==> config.mk <==
export PLATFORM = sky130hd
export DESIGN_NAME = scalar_mult_sequencer
export DESIGN_NICKNAME = d
export VERILOG_FILES = /design/src/rtl/scalar_mult_sequencer.sv
export SDC_FILE = /design/constraint.sdc
export NUM_CORES = 1
export LEC_CHECK = 0
export BUFFER_PORTS_ARGS = -buffer_cell sky130_fd_sc_hd__buf_2
export CORE_MARGIN = 3
export CORE_UTILIZATION = 58
export CTS_CLUSTER_DIAMETER = 40
export DETAILED_ROUTE_END_ITERATION = 10
export GPL_ROUTABILITY_DRIVEN = 0
export PLACE_DENSITY_LB_ADDON = 0.15
export SLEW_MARGIN = 30
export SYNTH_ARGS = -nofsm -noshare
export SYNTH_HDL_FRONTEND = slang
export SYNTH_SLANG_ARGS = --single-unit
==> constraint.sdc <==
create_clock -name clk -period 6.7 [get_ports clk]
set_input_delay 2.01 -clock clk [delete_from_list [all_inputs] [get_ports clk]]
set_output_delay 2.01 -clock clk [all_outputs]
set_load 0.02 [all_outputs]
==> src/rtl/scalar_mult_sequencer.sv <==
// -----------------------------------------------------------------------------
// scalar_mult_sequencer
//
// Control sequencer for left-to-right double-and-add scalar multiplication.
// It walks the captured scalar from bit KEY_W-1 down to bit 0. For every bit
// it issues one point DOUBLE to the external point-arithmetic unit, then one
// point ADD when that scalar bit is 1. Only one operation is ever outstanding:
// a request is held until accepted (op_valid & op_ready), then the sequencer
// waits for the matching op_done pulse before doing anything else.
//
// Ports
//   clk        in   rising-edge clock
//   reset      in   synchronous, active-high reset
//   start      in   begin one multiplication (honoured only while idle)
//   abort      in   cancel the operation in progress (ignored while idle)
//   scalar     in   KEY_W-bit multiplier, captured when start is accepted
//   op_valid   out  request to the point unit
//   op_code    out  2'b00 = point double, 2'b01 = point add
//   op_ready   in   point unit accepts the request in this cycle
//   op_done    in   one-cycle pulse: accepted operation has finished
//   bit_index  out  index of the scalar bit currently being processed
//   busy       out  high whenever the sequencer is not idle
//   done       out  one-cycle pulse on normal completion
//   aborted    out  one-cycle pulse in the cycle after an abort took effect
// -----------------------------------------------------------------------------
module scalar_mult_sequencer #(
  parameter int KEY_W = 256,
  parameter int IDX_W = 8
) (
  input  logic             clk,
  input  logic             reset,
  input  logic             start,
  input  logic             abort,
  input  logic [KEY_W-1:0] scalar,
  output logic             op_valid,
  output logic [1:0]       op_code,
  input  logic             op_ready,
  input  logic             op_done,
  output logic [IDX_W-1:0] bit_index,
  output logic             busy,
  output logic             done,
  output logic             aborted
);

  typedef enum logic [2:0] {
    IDLE     = 3'd0,
    DBL_REQ  = 3'd1,
    DBL_WAIT = 3'd2,
    ADD_REQ  = 3'd3,
    ADD_WAIT = 3'd4,
    NEXT     = 3'd5,
    FINISH   = 3'd6
  } state_t;

  localparam logic [1:0]       OP_DBL  = 2'b00;
  localparam logic [1:0]       OP_ADD  = 2'b01;
  localparam logic [IDX_W-1:0] IDX_MSB = IDX_W'(KEY_W - 1);
  localparam logic [IDX_W-1:0] IDX_ONE = IDX_W'(1);

  state_t           state;
  state_t           state_d;
  logic [IDX_W-1:0] idx_q;
  logic [IDX_W-1:0] idx_d;
  logic [KEY_W-1:0] scalar_q;
  logic [KEY_W-1:0] scalar_d;
  logic             aborted_q;
  logic             aborted_d;

  // Abort only matters once an operation is running; in IDLE it is a no-op.
  logic abort_hit;
  assign abort_hit = abort && (state != IDLE);

  // ---------------------------------------------------------------------------
  // State and captured-operand registers
  // ---------------------------------------------------------------------------
  always_ff @(posedge clk) begin
    if (reset) begin
      state     <= IDLE;
      idx_q     <= '0;
      scalar_q  <= '0;
      aborted_q <= 1'b0;
    end else begin
      state     <= state_d;
      idx_q     <= idx_d;
      scalar_q  <= scalar_d;
      aborted_q <= aborted_d;
    end
  end

  // ---------------------------------------------------------------------------
  // Next-state logic
  // ---------------------------------------------------------------------------
  always_comb begin
    state_d   = state;
    idx_d     = idx_q;
    scalar_d  = scalar_q;
    aborted_d = 1'b0;

    unique case (state)
      IDLE: begin
        if (start) begin
          scalar_d = scalar;
          idx_d    = IDX_MSB;
          state_d  = DBL_REQ;
        end
      end

      DBL_REQ: begin
        if (op_ready) begin
          state_d = DBL_WAIT;
        end
      end

      DBL_WAIT: begin
        // The add is issued only for a set bit of the captured scalar.
        if (op_done) begin
          state_d = scalar_q[idx_q] ? ADD_REQ : NEXT;
        end
      end

      ADD_REQ: begin
        if (op_ready) begin
          state_d = ADD_WAIT;
        end
      end

      ADD_WAIT: begin
        if (op_done) begin
          state_d = NEXT;
        end
      end

      NEXT: begin
        // Bit 0 finishes the walk; the index never wraps back to the MSB.
        if (idx_q == '0) begin
          state_d = FINISH;
        end else begin
          idx_d   = idx_q - IDX_ONE;
          state_d = DBL_REQ;
        end
      end

      FINISH: begin
        state_d = IDLE;
      end

      default: begin
        state_d = IDLE;
      end
    endcase

    // Abort overrides whatever the state decided, including a same-cycle
    // op_done; the index and operand are left untouched.
    if (abort_hit) begin
      state_d   = IDLE;
      idx_d     = idx_q;
      scalar_d  = scalar_q;
      aborted_d = 1'b1;
    end
  end

  // ---------------------------------------------------------------------------
  // Outputs
  // ---------------------------------------------------------------------------
  always_comb begin
    op_valid = 1'b0;
    op_code  = OP_DBL;
    unique case (state)
      DBL_REQ: begin
        op_valid = 1'b1;
        op_code  = OP_DBL;
      end
      ADD_REQ: begin
        op_valid = 1'b1;
        op_code  = OP_ADD;
      end
      default: begin
        op_valid = 1'b0;
        op_code  = OP_DBL;
      end
    endcase
    // Withdraw the request on abort so no handshake can complete on the edge
    // that abandons the operation.
    if (abort_hit) begin
      op_valid = 1'b0;
    end
  end

  assign bit_index = idx_q;
  assign busy      = (state != IDLE);
  assign done      = (state == FINISH) && !abort_hit;
  assign aborted   = aborted_q;

endmodule

==> results of run 1 <==
synthesized netlist by cell type, types with 3 or more instances:
cell type and number:
o22ai_1 4, buf_4 4, xor2_1 3, nand2b_1 7
nor2b_1 3, dfxtp_1 268, mux2_2 5, clkbuf_1 81
nand3_1 6, nand2_1 533, mux4_2 46, buf_6 7
mux2i_1 24, a21oi_1 269, nor4_1 3, o211ai_1 4
mux4_1 14, nor3_1 7, xnor2_1 3, buf_2 21
o31ai_1 3, inv_1 4, nor2_1 12
logic make-up (layout without fill, tap and decap cells):
group                    count (synthesis)  count (layout)
AND/OR/NAND/NOR                        590             590
AO/OA/AOI/OAI                          304             304
flip-flops                             268             268
buffers and inverters                  123             350
multiplexers                            89              89
XOR/XNOR                                 6               6
adder cells (fa/ha/maj)                  3               3
other                                    1               2
through the flow:
step / setup slack (ps) / power [mW] / util
floorplan: 2160 / 2.99 / -
global placement: 2210 / 3.29 / 0.660
detailed placement: 2190 / 3.32 / 0.660
CTS: 2190 / 5.18 / 0.720
global route: 2120 / 5.43 / 0.721
finish: 2190 / 5.16 / 0.721
state kept, by name (all words and copies together) (netlist names):
name,cells
bit_index,8
aborted,1
scalar_q,256
state,3
worst reg2reg max path, delay by kind of cell, from the launching register on:
kind,cells,cell delay (ps)
flip-flops,1,610
AO/OA/AOI/OAI,2,510
XOR/XNOR,1,150
buffers and inverters,2,1000
AND/OR/NAND/NOR,3,570
adder cells (fa/ha/maj),1,300
power breakdown:
group / total [mW] / switching [mW] / internal (mW)
sequential: 2.04 / 0.205 / 1.84
combinational: 1.27 / 0.749 / 0.521
clock: 1.85 / 0.694 / 1.16
routing by layer:
layer	track usage	up-vias	part of all wire
met4	0.0734	2	0.018
met5	0	-	0.00059
met2	0.442	368	0.48
li1	-	5110	-
met3	0.0424	51	0.073
met1	0.367	4926	0.43
worst max path at each step:
| stage | cells past startpoint | end | start | slack, ps |
|---|---|---|---|---|
| after floorplan | 1 | op_valid | abort | 2160 |
| final | 3 | done | abort | 2190 |
| after CTS | 3 | done | abort | 2190 |
| after global placement | 3 | op_valid | abort | 2210 |
| after global routing | 3 | op_valid | abort | 2120 |
| after detailed placement | 3 | done | abort | 2190 |
cell usage in the layout, fill, tap and decap left out, types with 4 or more instances in the layout:
| master | n |
|---|---|
| mux2i_1 | 24 |
| o211ai_1 | 4 |
| o22ai_1 | 4 |
| buf_2 | 273 |
| inv_1 | 4 |
| nor2_1 | 11 |
| nand3_1 | 6 |
| mux4_1 | 14 |
| mux2_2 | 5 |
| dfxtp_1 | 264 |
| nor3_1 | 7 |
| clkinv_4 | 5 |
| nand2_1 | 533 |
| nand2b_1 | 7 |
| mux4_2 | 46 |
| buf_4 | 4 |
| clkbuf_16 | 37 |
| clkbuf_8 | 7 |
| clkbuf_1 | 4 |
| a21oi_1 | 269 |
cell type report:
class,instances,area [um2]
multi-input cells,993,5780
well taps,265,332
fillers,1605,5470
clock inverters,15,160
repair buffers,282,1490
clock buffers,47,1020
diodes,1,2.50
inverters,6,22.5
flip-flops and latches,268,5380
==> metrics.md, run 1 <==
| Metric | Value |
|---|---|
| Transition time of the tightest slew-check pin | `947 ps` |
| RR Endpoint | `bit_index[7]` |
| Seq/Total Area, Yosys | `0.458` |
| Arr. time, crit path | `2500 ps` |
| Critical path type | `primary input to output port` |
| Area Overhead vs Synth | `21.0%` |
| CTS Buf Count | `36` |
| Final WL | `30.6 mm` |
| Number of synthesized flops with an enable pin | `0` |
| Final Non-Filler Cells | `1,877` |
| Setup bufs post-CTS | `0` |
| Setup TNS Final | `0 ps` |
| Post-synthesis compound-gate area fraction | `0.140` |
| CTS max path bufs | `3` |
| Slowest cell on crit path | `buf_2` |
| Post-DP HPWL | `19.3 mm` |
| Relative slew slack | `0.369` |
| Critical Path Fanout Max | `5` |
| GRT Total Usage | `0.267` |
| Final hold viol count | `0` |
| Synth Area in XOR/XNOR | `0.00448` |
| Drt first pass iters | `5` |
| Placed Cells incl. Taps | `1,813` |
| Fmax | `0.222 GHz` |
| Clk sinks | `268` |
| Vias per cell | `5.57` |
| Clk root buf | `clkbuf_16` |
| Period utilization | `0.673` |
| Crit path top cell by count | `buf_2` |
| Max-capacitance violation count | `0` |
| Synth area leaders | `dfxtp_1 46%, nand2_1 17%, a21oi_1 11%` |
| Share of cells above drive strength 1 | `0.251` |
| Flops & latches, synth | `268` |
| Worst-Skew Late Latency | `490 ps` |
| P_leak | `5.80 nW` |
| DR DRC count | `0` |
| Mux cell area share after synthesis | `0.145` |
| Share of flip-flops with an asynchronous set or reset | `0` |
| Adder-cell share of the synthesized area | `0.00299` |
| I/O pins | `276` |
| I/O Buffers | `274` |
| Worst r2r path cells | `9` |
| Critical path launch point type | `primary input` |
| Routed Antenna Nets | `0` |
| Hold-fix buffers, CTS | `0` |
| Ys Warns | `0` |
| Avg Synthesized Cell Area | `8.47 um2` |
| Die Wd | `148 um` |
| Final slew viol count | `0` |
| Hold_sp | `scalar_q[55]` |
| Via count of the first global-routing pass | `9,831` |
| GR Overflow Total | `0` |
| WHS Path Cells | `2` |
| Post-Synth Simple-Gate Area | `0.199` |
| Core Area | `19,700 um2` |
| # setup viols final | `0` |
| Dpl cell area | `13,000 um2` |
| Max VDD drop | `201 uV` |
| WHS Endpoint | `scalar_q[55]` |
| Status | `finished clean` |
| Max incr delay on CP | `190 ps` |
| RSZ-0062 raised after global routing | `false` |
| Synth top area share | `0.458` |
| Initial antenna violation count | `2` |
| Die Span Y | `148 um` |
| Site row count | `51` |
| Mapped Area | `11,700 um2` |
| Fin Clk Skew | `8.77 ps` |
| Cell variety after synth | `64` |
| Predominant post-synthesis flop cell | `dfxtp_1` |
| RR Startpoint | `bit_index[0]` |
| Starting density of the core | `0.596` |
| Area leader, netlist | `dfxtp_1` |
| Nets | `1,851` |
| Fin Hold WS | `448 ps` |
| Vias | `10,500` |
| Post-route minimum period | `4510 ps` |
| Synth Net Count | `1,648` |
| Crit path buf inv count | `2` |
| First-pass GRT wire length | `48.1 mm` |
| Largest net degree at the start of global routing | `258` |
| CTS resizes | `0` |
| Reg2Reg Setup Slack | `3400 ps` |
| Post-DR wirelength/cell | `16.3 um` |
| Largest family of logic cells by synthesized area | `simple AND/OR/NAND/NOR gates` |
| Design area | `14,200 um2` |
| Critical Path RT | `4690 ps` |
| Crit. End Element | `output port` |
| Clk pin slew, worst setup/hold paths | `50 ps` |
| Crit path max-delay family | `buffers and inverters` |
| Die area | `21,900 um2` |
| Min-delay worst type | `register to register` |
| CTS tree | `yes` |
| Crit path cell chain | `buf_2 > nor3_1 > buf_2` |
| Synthesized instance count | `1,384` |
| H-tree levels | `2` |
| Iteration-0 DRC count of the detailed router | `746` |
| Power Density | `364 nW/um2` |
No activity file was read; power rests on OpenSTA's default activity.
==> run 2, diff against run 1 <==
CORE_UTILIZATION = 54   (was 58)
clock period = 4.4 ns   (was 6.7 ns; I/O delays follow)
==> metrics.md, run 2 (synthesis results as in run 1) <==
| Metric | Value |
|---|---|
| Routed Antenna Nets | `0` |
| H-tree levels | `2` |
| Largest net degree at the start of global routing | `154` |
| Fmax | `0.315 GHz` |
| Final slew viol count | `0` |
| Layout Utilization | `0.677` |
| Relative slew slack | `0.335` |
| CTS max path bufs | `3` |
| Crit path max-delay family | `buffers and inverters` |
| Clk root buf | `clkbuf_16` |
| Placed Cells incl. Taps | `1,827` |
| Final WL | `31.5 mm` |
| Post-DP HPWL | `20.3 mm` |
| Iteration-0 DRC count of the detailed router | `817` |
| Site row count | `53` |
| Period utilization | `0.722` |
| Diode count | `0` |
| Vias | `10,400` |
| P_leak | `5.87 nW` |
| CTS tree | `yes` |
| First-pass GRT wire length | `50.2 mm` |
| Post-route minimum period | `3180 ps` |
| Via count of the first global-routing pass | `10,100` |
| Largest register FFs | `256` |
| Clk pin slew, worst setup/hold paths | `50 ps` |
| RSZ-0062 raised after global routing | `false` |
| GRT Total Usage | `0.259` |
| Final WS setup | `1220 ps` |
| Setup bufs post-CTS | `0` |
| Final Non-Filler Cells | `1,890` |
| CTS Buf Count | `36` |
| Area Overhead vs Synth | `22.2%` |
| Hold-fix buffers, CTS | `0` |
| Min-delay worst type | `register to register` |
| Post-DR wirelength/cell | `16.7 um` |
| Fin Hold WS | `450 ps` |
| Share of cells above drive strength 1 | `0.254` |
| # setup viols final | `0` |
| Die Wd | `153 um` |
| Worst-Skew Late Latency | `510 ps` |
| Transition time of the tightest slew-check pin | `997 ps` |
| Crit. End Element | `output port` |
| Placement Setup Slack | `1250 ps` |
| Vias per cell | `5.52` |
| Crit path top cell by count | `buf_2` |
| Max-capacitance violation count | `0` |
| Max VDD drop | `370 uV` |
| Core Area | `21,200 um2` |
| Drt first pass iters | `5` |
| Critical path launch point type | `primary input` |
| Critical Path RT | `3080 ps` |
| Die area | `23,500 um2` |
| Arr. time, crit path | `1860 ps` |
| I/O Buffers | `274` |
| Max incr delay on CP | `200 ps` |
| Power Density | `562 nW/um2` |
| DR DRC count | `0` |
| Critical path type | `primary input to output port` |
| Nets | `1,855` |
| Slowest cell on crit path | `nor3b_1` |
| Die Span Y | `153 um` |
| CTS resizes | `0` |
| Critical Path Fanout Max | `5` |
| Most frequent cells in the layout | `533 x nand2_1, 273 x buf_2, 269 x a21oi_1` |
| Final hold viol count | `0` |
| I/O pins | `276` |
| Commonest non-fill, non-tap cell in the layout | `nand2_1` |
| Setup TNS Final | `0 ps` |
| Status | `finished clean` |
| Crit path buf inv count | `2` |
| GR Overflow Total | `0` |
| Largest reg by FF count | `scalar_q` |
| Crit path cell chain | `buf_2 > nor3b_1 > buf_2` |
| Initial antenna violation count | `1` |
| Starting density of the core | `0.554` |
| Clk sinks | `268` |
| Fin Clk Skew | `13.2 ps` |
run 2: worst paths after layout:
path	start	to	slack, ps	cells after the start
worst max register to register	bit_index[0]	state[2]	1500	7
worst min register to register	scalar_q[196]	scalar_q[196]	450	2
worst max-delay path	abort	op_valid	1220	3
worst min-delay path	scalar_q[196]	scalar_q[196]	450	2
run 2: final cells by class:
class	count	area, um2
Inverter	6	22.5
Tap cell	275	344
Timing Repair Buffer	286	1570
Multi-Input combinational cell	993	5780
Fill cell	1794	6840
Clock buffer	41	972
Sequential cell	268	5380
Clock inverter	21	255
run 2: stage by stage:
stage	total power [mW]	cell area (um2)
final	8.04	14300
after floorplan	4.55	11700
after global placement	5.05	13000
after detailed placement	5.11	13100
after global routing	8.46	14300
after CTS	8.09	14300
run 2: routing by layer:
| layer | routed length [um] | part of all wire | global-route usage | vias to the layer above |
|---|---|---|---|---|
| met5 | 0 | 0 | 0 | - |
| met4 | 634 | 0.020 | 0.0692 | 0 |
| met3 | 2290 | 0.073 | 0.0552 | 53 |
| met2 | 15000 | 0.48 | 0.417 | 368 |
| met1 | 13600 | 0.43 | 0.357 | 4887 |
| li1 | - | - | - | 5132 |
run 2: power breakdown:
part | internal [mW] | switching, mW
logic | 0.814 | 1.12
registers | 2.79 | 0.351
clock network | 1.85 | 1.12
run 2: worst min-delay path, cell delays in order, from the launching register on:
cell and delay (ps):
dfxtp_1 300, nand2_1 50, a21oi_1 50
==> run 3, diff against run 2 <==
clock period = 3.1 ns   (was 4.4 ns; I/O delays follow)
==> metrics.md, run 3 (synthesis results as in run 1) <==
| Metric | Value |
|---|---|
| Crit path depth | `7` |
| I/O pins | `276` |
| Switching part of the total | `0.318` |
| Status | `finished clean` |
| RSZ-0062 raised after global routing | `false` |
| Vias per cell | `5.52` |
| # setup viols final | `0` |
| Routed Antenna Nets | `0` |
| Comb pwr share | `0.249` |
| Largest reg by FF count | `scalar_q` |
| I/O Buffers | `274` |
| Clk pin slew, worst setup/hold paths | `60 ps` |
| CTS resizes | `0` |
| Diode count | `0` |
| Crit path max-delay family | `flip-flops` |
| Largest net degree at the start of global routing | `158` |
| Relative slew slack | `0.546` |
| Fin Clk Skew | `16.4 ps` |
| Post-DP HPWL | `21.3 mm` |
| Critical path type | `register to register` |
| Final Non-Filler Cells | `1,897` |
| Final slew viol count | `0` |
| Critical Path RT | `3480 ps` |
| Hold-fix buffers, CTS | `0` |
| Setup bufs post-CTS | `0` |
| Arr. time, crit path | `3070 ps` |
| Fin Hold WS | `449 ps` |
| Sequential share of power | `0.388` |
| Commonest non-fill, non-tap cell in the layout | `nand2_1` |
| Max-capacitance violation count | `0` |
| CTS tree | `yes` |
| Final hold viol count | `0` |
| Most frequent cells in the layout | `533 x nand2_1, 273 x buf_2, 269 x a21oi_1` |
| Met3 Usage GRT | `0.0478` |
| Core Area | `21,200 um2` |
| Site row count | `53` |
| Setup TNS Final | `0 ps` |
| Clk root buf | `clkbuf_16` |
| Critical path launch point type | `register` |
| Worst-Skew Late Latency | `510 ps` |
| Fmax | `0.372 GHz` |
| Most Used Layer, Global Route | `met2` |
| Layout Utilization | `0.678` |
| Crit path buf inv count | `1` |
| Starting density of the core | `0.554` |
| Nets | `1,861` |
| Crit path cell chain | `buf_4 > mux4_2 > mux2i_1 > o32ai_1 > nor4_1 > or4_1 > o31a_1` |
| Iteration-0 DRC count of the detailed router | `829` |
| Transition time of the tightest slew-check pin | `675 ps` |
| Post-DR wirelength/cell | `16.6 um` |
| Via count of the first global-routing pass | `9,843` |
| Crit. End Element | `register` |
| Die area | `23,500 um2` |
| Initial antenna violation count | `0` |
| H-tree levels | `2` |
| FILL cells | `1,791` |
| Area Overhead vs Synth | `22.3%` |
| Max incr delay on CP | `650 ps` |
| Die Span Y | `153 um` |
| Final WL | `31.5 mm` |
| GR Util met1 | `0.358` |
| Slowest cell on crit path | `dfxtp_4` |
| GR Overflow Total | `0` |
| Share of cells above drive strength 1 | `0.255` |
| GRT Total Usage | `0.256` |
| Min-delay worst type | `register to register` |
| RR Startpoint | `bit_index[1]` |
| Period utilization | `0.867` |
| WHS Path Cells | `2` |
| Placed Cells incl. Taps | `1,835` |
| Clk sinks | `268` |
| First-pass GRT wire length | `49.6 mm` |
| P_sw | `3.62 mW` |
| Max VDD drop | `473 uV` |
| Die Wd | `153 um` |
| Grt met2 use | `0.410` |
| Worst r2r path cells | `7` |
| Critical Path Fanout Max | `27` |
| Post-route minimum period | `2690 ps` |
| Pint | `7.76 mW` |
| Crit path from | `bit_index[1]` |
| Hold_sp | `scalar_q[55]` |
| CTS Buf Count | `35` |
| Largest register FFs | `256` |
| CTS max path bufs | `3` |
| Vias | `10,500` |
| Drt first pass iters | `5` |
| Power Density | `794 nW/um2` |
| P_leak | `5.86 nW` |
| DR DRC count | `0` |
| Share of total power in the clock network | `0.363` |
## run 3: layout make-up
cell class | instances | area, um2 | area share
clock buffer | 46 | 957 | 0.0668
clock inverter | 16 | 240 | 0.0168
inverter | 6 | 22.5 | 0.00157
multi-input combinational | 993 | 5780 | 0.403
sequential | 268 | 5380 | 0.375
tap | 275 | 344 | 0.0240
timing repair buffer | 293 | 1620 | 0.113
## run 3: final timing paths
path                   to  slack [ps]
min          scalar_q[55]         450
min reg2reg  scalar_q[55]         450
max              state[2]         410
max reg2reg      state[2]         410
## run 3: layer usage
layer	vias to the layer above	routed length [um]
li1	5128	-
met1	4915	13700
met2	374	15000
met3	54	2160
met4	0	685
met5	-	0
## run 3: per-stage QoR
| step | setup WS [ps] | power [mW] | instance area [um2] |
|---|---|---|---|
| CTS | 384 | 11.4 | 14300 |
| floorplan | 574 | 6.46 | 11700 |
| finish | 412 | 11.4 | 14300 |
| global placement | 444 | 7.21 | 13100 |
| global route | 199 | 11.9 | 14300 |
| detailed placement | 424 | 7.30 | 13100 |
## run 3: worst reg2reg max path, delay by kind of cell, from the launching register on
family | cells | cell delay [ps]
muxes | 2 | 340
and+or+nand+nor | 2 | 630
AOI/OAI and AO/OA | 2 | 530
DFF | 1 | 650
buffers and inverters | 1 | 420
## run 3: power by group through the flow
stage | clock network (mW) | logic [mW] | registers (mW)
after floorplan | 0 | 2.21 | 4.25
after global placement | 0 | 2.75 | 4.46
after detailed placement | 0 | 2.82 | 4.48
after CTS | 4.18 | 2.84 | 4.41
after global routing | 4.33 | 3.12 | 4.49
final | 4.13 | 2.83 | 4.42
